[config.mk]
export PLATFORM = sky130hd
export DESIGN_NAME = barker_frame_sync_flat
export DESIGN_NICKNAME = d
export VERILOG_FILES = /design/src/rtl/qpsk_sync_pkg.sv /design/src/rtl/barker_frame_sync_if.sv /design/src/rtl/barker_correlator.sv /design/src/rtl/barker_frame_sync.sv /design/src/flat_wrapper.sv
export SDC_FILE = /design/constraint.sdc
export NUM_CORES = 1
export LEC_CHECK = 0
export ABC_AREA = 1
export CORE_MARGIN = 2
export CORE_UTILIZATION = 30
export CTS_BUF_LIST = sky130_fd_sc_hd__clkbuf_16
export DETAILED_ROUTE_END_ITERATION = 8
export HOLD_SLACK_MARGIN = 0.1
export MAX_ROUTING_LAYER = met4
export PLACE_DENSITY = 0.47
export SYNTH_ARGS = -nofsm -noshare
export SYNTH_HDL_FRONTEND = slang
export SYNTH_HIERARCHICAL = 1
export SYNTH_SLANG_ARGS = --single-unit
[constraint.sdc]
create_clock -name clk_fs -period 5.1 [get_ports clk_fs]
set_input_delay 1.02 -clock clk_fs [delete_from_list [all_inputs] [get_ports clk_fs]]
set_output_delay 1.02 -clock clk_fs [all_outputs]
set_load 0.02 [all_outputs]
[src/rtl/qpsk_sync_pkg.sv]
// Shared constants for the QPSK frame synchroniser: sync-state encodings,
// hard-symbol codes and default frame geometry.
package qpsk_sync_pkg;

   localparam logic [1:0] SEARCH = 2'b00;
   localparam logic [1:0] VERIFY = 2'b01;
   localparam logic [1:0] LOCKED = 2'b10;

   localparam logic [1:0] SYM0 = 2'b01;
   localparam logic [1:0] SYM1 = 2'b11;

   localparam int                        DEF_FRAME_LEN   = 1027;
   localparam int                        DEF_BARKER_LEN  = 4;
   localparam logic [DEF_BARKER_LEN-1:0] DEF_BARKER_CODE = 4'b1101;

   // 3-bit saturating increment used by the hit and miss counters
   function automatic logic [2:0] sat_inc3(input logic [2:0] v);
      return (v == 3'b111) ? v : v + 3'd1;
   endfunction

endpackage

[src/rtl/barker_frame_sync_if.sv]
// Symbol-side bus of the frame synchroniser: demodulator symbols in,
// aligned symbols and sync status out to the BER checker.
interface barker_frame_sync_if;
   logic        sym_en;
   logic [1:0]  bit_rev;
   logic [1:0]  enable;
   logic [11:0] count;
   logic [1:0]  bit_rev_delay;
   logic [1:0]  sync_state;
   logic        frame_start;
   logic        lock_lost;

   modport master (
      output sym_en, bit_rev,
      input  enable, count, bit_rev_delay, sync_state, frame_start, lock_lost
   );

   modport slave (
      input  sym_en, bit_rev,
      output enable, count, bit_rev_delay, sync_state, frame_start, lock_lost
   );
endinterface

[src/rtl/barker_correlator.sv]
// Sliding Barker window: keeps the previous BARKER_LEN-1 symbols and scores
// them together with the current symbol against the preamble code.
module barker_correlator
   import qpsk_sync_pkg::*;
#(
   parameter int                    BARKER_LEN  = DEF_BARKER_LEN,
   parameter logic [BARKER_LEN-1:0] BARKER_CODE = DEF_BARKER_CODE,
   parameter int                    MAX_ERR     = 0
)(
   input  logic       clk_fs,
   input  logic       rst_n,
   input  logic       sym_en,
   input  logic [1:0] bit_rev,
   output logic       hit
);

   localparam int ERR_W = $clog2(BARKER_LEN + 1);

   // index 0 is the newest symbol, so it lines up with BARKER_CODE[0]
   logic [BARKER_LEN-2:0][1:0] hist_q;
   logic [BARKER_LEN-1:0][1:0] win;
   logic [ERR_W-1:0]           err;

   // post-shift window: current symbol plus stored history
   always_comb begin
      win[0] = bit_rev;
      for (int k = 1; k < BARKER_LEN; k++) begin
         win[k] = hist_q[k-1];
      end
   end

   // count positions that are invalid or decode to the wrong bit
   always_comb begin
      err = '0;
      for (int k = 0; k < BARKER_LEN; k++) begin
         if (win[k] != (BARKER_CODE[k] ? SYM1 : SYM0)) begin
            err = err + ERR_W'(1);
         end
      end
   end

   assign hit = (err <= ERR_W'(MAX_ERR));

   // shift history on each symbol strobe; cleared history reads as invalid
   always_ff @(posedge clk_fs or negedge rst_n) begin
      if (!rst_n) begin
         hist_q <= '0;
      end else if (sym_en) begin
         hist_q <= win[BARKER_LEN-2:0];
      end
   end

endmodule

[src/rtl/barker_frame_sync.sv]
// Barker preamble frame synchroniser feeding the QPSK BER checker.
//
// state  | meaning
// SEARCH | hunting for the preamble at any position; enable low
// VERIFY | preamble seen once, checking it recurs at each frame wrap
// LOCKED | frame alignment confirmed; enable high, tracking misses
module barker_frame_sync
   import qpsk_sync_pkg::*;
#(
   parameter int                    BARKER_LEN  = DEF_BARKER_LEN,
   parameter logic [BARKER_LEN-1:0] BARKER_CODE = DEF_BARKER_CODE,
   parameter int                    FRAME_LEN   = DEF_FRAME_LEN,
   parameter int                    MAX_ERR     = 0,
   parameter int                    CONFIRM_N   = 2,
   parameter int                    MISS_N      = 3
)(
   input  logic                clk_fs,
   input  logic                rst_n,
   barker_frame_sync_if.slave  bus
);

   localparam logic [11:0] LAST_CNT  = 12'(FRAME_LEN - 1);
   localparam logic [2:0]  CONFIRM_C = 3'(CONFIRM_N);
   localparam logic [2:0]  MISS_C    = 3'(MISS_N);

   logic        hit;
   logic        wrap;
   logic [1:0]  state_q, state_nxt;
   logic [11:0] count_q, count_nxt;
   logic [2:0]  hit_cnt_q, hit_cnt_nxt;
   logic [2:0]  miss_cnt_q, miss_cnt_nxt;
   logic        lost_nxt;
   logic [1:0]  enable_q;
   logic [1:0]  bit_rev_delay_q;
   logic        frame_start_q;
   logic        lock_lost_q;

   barker_correlator #(
      .BARKER_LEN  (BARKER_LEN),
      .BARKER_CODE (BARKER_CODE),
      .MAX_ERR     (MAX_ERR)
   ) u_corr (
      .clk_fs  (clk_fs),
      .rst_n   (rst_n),
      .sym_en  (bus.sym_en),
      .bit_rev (bus.bit_rev),
      .hit     (hit)
   );

   assign wrap = (count_q == LAST_CNT);

   // next state, counters and position; only committed on a symbol strobe
   always_comb begin
      state_nxt    = state_q;
      hit_cnt_nxt  = hit_cnt_q;
      miss_cnt_nxt = miss_cnt_q;
      lost_nxt     = 1'b0;
      count_nxt    = wrap ? 12'd0 : count_q + 12'd1;
      case (state_q)
         SEARCH: begin
            // a hit realigns the frame even if it lands on a wrap
            if (hit) begin
               state_nxt   = VERIFY;
               count_nxt   = 12'd0;
               hit_cnt_nxt = 3'd0;
            end
         end
         VERIFY: begin
            if (wrap) begin
               if (hit) begin
                  hit_cnt_nxt = sat_inc3(hit_cnt_q);
                  if (hit_cnt_nxt >= CONFIRM_C) begin
                     state_nxt    = LOCKED;
                     miss_cnt_nxt = 3'd0;
                  end
               end else begin
                  state_nxt = SEARCH;
               end
            end
         end
         LOCKED: begin
            if (wrap) begin
               if (hit) begin
                  miss_cnt_nxt = 3'd0;
               end else begin
                  miss_cnt_nxt = sat_inc3(miss_cnt_q);
                  if (miss_cnt_nxt >= MISS_C) begin
                     state_nxt = SEARCH;
                     lost_nxt  = 1'b1;
                  end
               end
            end
         end
         default: state_nxt = SEARCH;
      endcase
   end

   // state and output registers; pulses last one clk_fs cycle
   always_ff @(posedge clk_fs or negedge rst_n) begin
      if (!rst_n) begin
         state_q         <= SEARCH;
         count_q         <= 12'd0;
         hit_cnt_q       <= 3'd0;
         miss_cnt_q      <= 3'd0;
         enable_q        <= 2'b00;
         bit_rev_delay_q <= SYM0;
         frame_start_q   <= 1'b0;
         lock_lost_q     <= 1'b0;
      end else begin
         frame_start_q <= 1'b0;
         lock_lost_q   <= 1'b0;
         if (bus.sym_en) begin
            state_q         <= state_nxt;
            count_q         <= count_nxt;
            hit_cnt_q       <= hit_cnt_nxt;
            miss_cnt_q      <= miss_cnt_nxt;
            bit_rev_delay_q <= bus.bit_rev;
            enable_q        <= (state_nxt == LOCKED) ? 2'b01 : 2'b00;
            frame_start_q   <= (count_nxt == 12'd0) && (state_nxt != SEARCH);
            lock_lost_q     <= lost_nxt;
         end
      end
   end

   assign bus.enable        = enable_q;
   assign bus.count         = count_q;
   assign bus.bit_rev_delay = bit_rev_delay_q;
   assign bus.sync_state    = state_q;
   assign bus.frame_start   = frame_start_q;
   assign bus.lock_lost     = lock_lost_q;

endmodule

[src/flat_wrapper.sv]
// flat-port wrapper written by rule: the top's interface ports become plain ports
module barker_frame_sync_flat import qpsk_sync_pkg::*;
#(
   parameter int                    BARKER_LEN  = DEF_BARKER_LEN,
   parameter logic [BARKER_LEN-1:0] BARKER_CODE = DEF_BARKER_CODE,
   parameter int                    FRAME_LEN   = DEF_FRAME_LEN,
   parameter int                    MAX_ERR     = 0,
   parameter int                    CONFIRM_N   = 2,
   parameter int                    MISS_N      = 3
)
  (clk_fs, rst_n, bus_sym_en, bus_bit_rev, bus_enable, bus_count, bus_bit_rev_delay, bus_sync_state, bus_frame_start, bus_lock_lost);
  barker_frame_sync_if bus_i ();
  input  logic clk_fs;
  input  logic rst_n;
  input wire logic [$bits(bus_i.sym_en)-1:0] bus_sym_en;
  input wire logic [$bits(bus_i.bit_rev)-1:0] bus_bit_rev;
  output wire logic [$bits(bus_i.enable)-1:0] bus_enable;
  output wire logic [$bits(bus_i.count)-1:0] bus_count;
  output wire logic [$bits(bus_i.bit_rev_delay)-1:0] bus_bit_rev_delay;
  output wire logic [$bits(bus_i.sync_state)-1:0] bus_sync_state;
  output wire logic [$bits(bus_i.frame_start)-1:0] bus_frame_start;
  output wire logic [$bits(bus_i.lock_lost)-1:0] bus_lock_lost;
  assign bus_i.sym_en = bus_sym_en;
  assign bus_i.bit_rev = bus_bit_rev;
  assign bus_enable = bus_i.enable;
  assign bus_count = bus_i.count;
  assign bus_bit_rev_delay = bus_i.bit_rev_delay;
  assign bus_sync_state = bus_i.sync_state;
  assign bus_frame_start = bus_i.frame_start;
  assign bus_lock_lost = bus_i.lock_lost;
  barker_frame_sync #(.BARKER_LEN(BARKER_LEN), .BARKER_CODE(BARKER_CODE), .FRAME_LEN(FRAME_LEN), .MAX_ERR(MAX_ERR), .CONFIRM_N(CONFIRM_N), .MISS_N(MISS_N)) u_core (.clk_fs(clk_fs), .rst_n(rst_n), .bus(bus_i));
endmodule
# Yosys cells after proc, flatten, opt, wreduce, memory -nomap -nowiden
# Index checks and enable logic that the tools add are counted.
dict set report op_classes {
  n_addsub 6
  order_cmp 3
  n_eq_ne 15
  muxes 34
  n_reduce_logical 8
}
# operator count
set op_table {}
lappend op_table {{3-bit two-way mux} 13}
lappend op_table {{12-bit two-way mux} 3}
lappend op_table {{3-bit by 1-bit adder with 3-bit output (second input constant)} 5}
lappend op_table {{2-bit two-way mux} 7}
lappend op_table {{12-bit by 1-bit adder with 12-bit output (second input constant)} 1}
lappend op_table {{12-bit by 11-bit == test with 1-bit output (second input constant)} 1}
lappend op_table {{12-bit logical NOT} 1}
lappend op_table {{2-bit by 1-bit inequality test with 1-bit output (second input constant)} 6}
lappend op_table {{3-bit case mux with 2 select lines} 2}
lappend op_table {{1-bit two-way mux} 8}
lappend op_table {{3-bit == test (second input constant)} 2}
lappend op_table {{3-bit by 2-bit greater-or-equal comparator with 1-bit output (second input constant)} 2}
lappend op_table {{2-bit inequality test (second input constant)} 3}
lappend op_table {{2-bit case mux with 3 select lines} 1}
lappend op_table {{6-bit AND reduction} 1}
lappend op_table {{2-bit nonzero test} 3}
lappend op_table {{5-bit AND reduction} 1}
lappend op_table {{2-bit == test (second input constant)} 2}
lappend op_table {{3-bit by 1-bit <= comparator with 1-bit output (second input constant)} 1}
lappend op_table {{2-bit by 1-bit == test with 1-bit output (second input constant)} 1}
lappend op_table {{2-bit logical NOT} 1}
lappend op_table {{1-bit logical AND} 1}
dict set report totals {
  ff_bits 32
  word_cells 77
}

# Logic depth before layout (Yosys ltp)
dict set report logic_depth {
  ltp_word 15
  depth_mapped 20
  depth_no_buf 20
}

# Cells and area by module
# Netlist, hierarchy kept.
# mod instances cells_each area_each_um2
set by_module_without_submodules {}
lappend by_module_without_submodules {barker_frame_sync 1 238 1801.7}
lappend by_module_without_submodules {barker_correlator 1 51 382.9}

# Worst setup path after synthesis
# Ideal clock, no wire load.
dict set report synth_timing {
  kind {input to register}
  startpoint {input port bus_bit_rev[1]}
  endpoint {register u_core.frame_start_q (netlist: u_core/bus.frame_start)}
  setup_time_ns 0.071
  arrival_time_ns 3.107
  t_required_ns 5.029
  path_slack_ns 1.922
  cell_stages 20
  n_path_buf 0
  cell_sequence {nand2_1 -> inv_1 -> ha_1 -> inv_1 -> nand2_1 -> nand2_1 -> ha_1 -> inv_1 -> nand2_1 -> nand2_1 -> nand2_1 -> nor2_1 -> inv_2 -> o211ai_2 -> nand2_1 -> clkinv_1 -> nand2_1 -> nor2_1 -> nand3_1 -> nor2_1}
}
dict set report synth_between {
  elab_chain_cells 15
  word_cells_on_any_way 21
  cone_classes {add/sub: 3; order compare: 1; eq/ne: 1; mux: 13; reduce/logical: 3}
}
# element line
set synth_lines {}
lappend synth_lines {{start: declaration} flat_wrapper.sv:16} ;# input wire logic [$bits(bus_i.bit_rev)-1:0] bus_bit_rev;
lappend synth_lines {{2-bit inequality test *} barker_correlator.sv:36} ;# if (win[k] != (BARKER_CODE[k] ? SYM1 : SYM0)) begin
lappend synth_lines {{1-bit two-way mux *} barker_correlator.sv:36}
lappend synth_lines {{3-bit by 1-bit adder with 3-bit output} barker_correlator.sv:37} ;# err = err + ERR_W'(1);
lappend synth_lines {{3-bit two-way mux *} barker_correlator.sv:36}
lappend synth_lines {{3-bit by 1-bit adder with 3-bit output} barker_correlator.sv:37}
lappend synth_lines {{3-bit two-way mux *} barker_correlator.sv:36}
lappend synth_lines {{3-bit by 1-bit adder with 3-bit output} barker_correlator.sv:37}
lappend synth_lines {{3-bit two-way mux *} barker_correlator.sv:36}
lappend synth_lines {{3-bit by 1-bit <= comparator with 1-bit output *} barker_correlator.sv:42} ;# assign hit = (err <= ERR_W'(MAX_ERR));
lappend synth_lines {{net u_core.hit} barker_frame_sync.sv:26} ;# logic hit;
lappend synth_lines {{2-bit two-way mux, on equally long branches} {barker_frame_sync.sv:83, barker_frame_sync.sv:70}}
lappend synth_lines {{2-bit two-way mux, on equally long branches} {barker_frame_sync.sv:82, barker_frame_sync.sv:69}}
lappend synth_lines {{2-bit case mux with 3 select lines} barker_frame_sync.sv:59} ;# case (state_q)
lappend synth_lines {{2-bit nonzero test} barker_frame_sync.sv:119} ;# frame_start_q <= (count_nxt == 12'd0) && (state_nxt != SEARCH);
lappend synth_lines {{1-bit logical AND *} barker_frame_sync.sv:119}
lappend synth_lines {{1-bit two-way mux *} barker_frame_sync.sv:112} ;# if (bus.sym_en) begin
lappend synth_lines {{end signal: assignment} barker_frame_sync.sv:119}
lappend synth_lines {{end: declaration} barker_frame_sync.sv:35} ;# logic frame_start_q;
# The timed path passes the listed nets; every way through them passes the cells marked *.
# A chain may end at the register's enable or synchronous reset.

# Final worst setup path
# Ends and elaborated chain as after synthesis.

==> results.json <==
{
  "outcome": "completed",
  "yosys-top-cells-area": "dfrtp_1 (34%), nand2_1 (15%), nand3_1 (5.0%)",
  "cts_setup_buffers": 0,
  "cts_buffer_depth": 2,
  "synth_seq_cells": 31,
  "fin_crit_ns": 3.75,
  "synthArstFlopShare": 1.00,
  "grt_pass1_vias": 1747,
  "detail_route.wl_per_cell_um": 12.3,
  "layout_common_cells": "nand2_1 (85), inv_1 (31), dfrtp_1 (30), clkdlybuf4s50_1 (23), nand3_1 (22)",
  "dp_cells": 404,
  "pwr-share-comb": 0.405,
  "areaGrowthSynthToFinish_pct": 20.2,
  "synth_top_area_share": 0.344,
  "critical_path_peak_fanout": 10,
  "switchingPower_mw": 0.464,
  "intPower_mw": 0.636,
  "wl_mm": 5.06,
  "synth_top_flop_cell": "dfrtp_1",
  "drt-initial-drc-count": 113,
  "num_rows": 31,
  "critPathTopFamily": "simple AND/OR/NAND/NOR gates",
  "fmax_mhz": 267,
  "crit_chain": "clkdlybuf4s50_1, nand2_1, inv_1, ha_1, inv_1, nand2_1, nand2_1, ha_1, inv_1, nand2_1, nand2_1, nand2_1, nor2_1, inv_2, nor2_1, nand4_1, nand2_1, nand2_1, nand2_1, nand3_1, nor2_1",
  "placed_cell_area_mm2": 0.00249,
  "syn-num-nets": 302,
  "worst_pin_slew_ns": 0.591,
  "cts_buffers": 5,
  "first_pass_iters": 4,
  "yosys.area.top_type": "dfrtp_1",
  "stdcell_area_mm2": 0.00263,
  "power.density_mw_per_mm2": 419,
  "final_cell_count_no_fill": 412,
  "slew_viol_final": 0,
  "mostFrequentLayoutCell": "nand2_1",
  "antenna_found_initial": 0,
  "skew_ns": 0.00535,
  "final-setup-viol-count": 0,
  "startpoint_type": "primary input",
  "nets": 325,
  "clockRootBuffer": "clkbuf_16",
  "insertedDiodeCount": 0,
  "synth_edf_count": 0,
  "synth_xor_area_frac": 0.0120,
  "grt_max_degree": 32,
  "endpoint_kind": "flip-flop",
  "netlist_instances": 289,
  "cts_tree": "yes",
  "num_vias": 1896,
  "switching_share": 0.422,
  "fp.dieArea_mm2": 0.00798,
  "cp_data_required_time_ns": 5.31,
  "arrival_ns": 3.96,
  "io_pins": 25,
  "peakVddDrop_uv": 162,
  "ctsResizeCount": 0,
  "crit_top_cell": "nand2_1",
  "via_per_inst": 4.60,
  "start_util": 0.306,
  "core_area_mm2": 0.00714,
  "synth_top_family_by_area": "simple AND/OR/NAND/NOR gates",
  "slew_headroom": 0.606,
  "fin_util": 0.368,
  "rsz0062_at_grt": "no",
  "drv_cap": 0,
  "pwr-share-clk": 0.257,
  "clock_latency_ns": 0.28,
  "die_w_um": 89.3,
  "crit_buf_inv": 5,
  "synthSimpleGateAreaFrac": 0.368,
  "synth_compound_area_frac": 0.112,
  "syn_avg_cell_area_um2": 7.56,
  "postRouteAntennaNets": 0,
  "fin_crit_sh": 0.735,
  "grt_pass1_wl_mm": 8.40,
  "cts_sinks": 31,
  "dpl.hpwl_mm": 3.74,
  "cpMaxStageDelayCell": "clkdlybuf4s50_1",
  "gp_congestion": 0.815,
  "synthesis.area_mm2": 0.00218,
  "yosys_warnings": 6,
  "hp-class": "reg -> reg",
  "yosysSeqAreaShare": 0.356,
  "grt_overflow_total": 0,
  "synthMuxAreaShare": 0.0155,
  "leakage_nw": 1.25,
  "die_h_um": 89.3,
  "clkTransAtPathRegs_ns": 0.05,
  "hold_viol": 0,
  "worst-setup-path-type": "in -> reg",
  "synth_cell_types": 37,
  "htree_num_levels": 2,
  "port_buffers": 23,
  "max_stage_delay_ns": 0.43,
  "p_seq_frac": 0.338,
  "drive_above_1_share": 0.141,
  "p_total_mw": 1.10,
  "cts_hold_buffers": 0,
  "grt_use_total": 0.142,
  "drc_errors": 0,
  "synth_fa_ha_area_frac": 0.0458,
  "setup_tns_ns": 0
}
==> power by group through the flow <==
stage	sequential (mW)	clock, mW	combinational [mW]
global route	0.381	0.297	0.503
detailed placement	0.376	0	0.447
finish	0.371	0.283	0.445
CTS	0.373	0.292	0.448
floorplan	0.364	0	0.340
global placement	0.377	0	0.442
==> area by class of cell <==
cell class              instances  area [um^2]
clock buffers                   5          125
clock inverters                 3         12.5
fillers                       778         4510
inverters                      35          131
multi-input cells             214         1210
flip-flops and latches         31          777
well taps                      99          124
repair buffers                 25          245
==> cells by family (layout without fill, tap and decap cells) <==
| logic type | after synthesis | in the layout |
|---|---|---|
| and+or+nand+nor | 161 | 161 |
| buffers and inverters | 44 | 68 |
| AOI/OAI and AO/OA | 38 | 38 |
| DFF | 31 | 31 |
| adders and majority gates | 8 | 8 |
| xor gates and xnor gates | 3 | 3 |
| muxes | 3 | 3 |
| other | 1 | 1 |
==> cell usage after synthesis (3+ instances only) <==
cell type  count
inv_2          5
o21ai_0       14
nand4_1        5
mux2_2         3
nand2_4        5
a21oi_1        5
clkbuf_1       3
buf_6          3
nand3_1       22
nor2_1        21
nor2_2         3
o21ai_1        9
inv_1         29
o211ai_1       3
nor2_4         5
ha_1           8
dfrtp_1       30
nand2_1       85
o211ai_2       4
nand2_2        4
==> registers in the layout (all words and copies together), names as in the netlist <==
| register | count |
|---|---|
| u_core/bus.bit_rev_delay | 2 |
| u_core/bus.count | 12 |
| u_core/bus.enable | 1 |
| u_core/bus.frame_start | 1 |
| u_core/bus.lock_lost | 1 |
| u_core/bus.sync_state | 2 |
| u_core/hit_cnt_q | 3 |
| u_core/miss_cnt_q | 3 |
| u_core/u_corr/hist_q | 6 |
==> worst paths after layout <==
path                            cells past startpoint                                     from                                 endpoint  slack, ns
worst max-delay path                               21                           bus_bit_rev[1]         u_core/bus.frame_start$_DFF_PN0_       1.35
worst min-delay path                                2  u_core/bus.bit_rev_delay[0]$_DFFE_PN1P_  u_core/bus.bit_rev_delay[0]$_DFFE_PN1P_       0.46
worst max register to register                     20      u_core/u_corr/hist_q[0]$_DFFE_PN0P_         u_core/bus.frame_start$_DFF_PN0_       2.18
worst min register to register                      2  u_core/bus.bit_rev_delay[0]$_DFFE_PN1P_  u_core/bus.bit_rev_delay[0]$_DFFE_PN1P_       0.46
max in group asynchronous                           2                                    rst_n  u_core/bus.bit_rev_delay[0]$_DFFE_PN1P_       3.62
min in group asynchronous                           2                                    rst_n          u_core/bus.count[1]$_DFFE_PN0P_       1.15
==> routing by layer <==
| metal | wire length, um | vias up | track usage |
|---|---|---|---|
| met5 | 0 | - | - |
| met4 | 84 | 0 | 0.0651 |
| li1 | - | 979 | - |
| met2 | 2290 | 46 | 0.212 |
| met1 | 2430 | 867 | 0.187 |
| met3 | 251 | 4 | 0.0231 |
==> through the flow <==
step | setup slack [ns] | hold WS [ns]
6_report | 1.35 | 0.462
5_1_grt | 1.07 | 0.503
4_1_cts | 1.34 | 0.466
3_5_place_dp | 1.05 | 0.460
3_3_place_gp | 1.14 | 0.458
2_1_floorplan | 1.92 | 0.471
==> worst min-delay path: cells and delay by family, from the launching register on <==
kind          cells  cell delay [ns]
simple gates      2             0.09
flops             1             0.37
No activity file was read; power rests on OpenSTA's default activity.
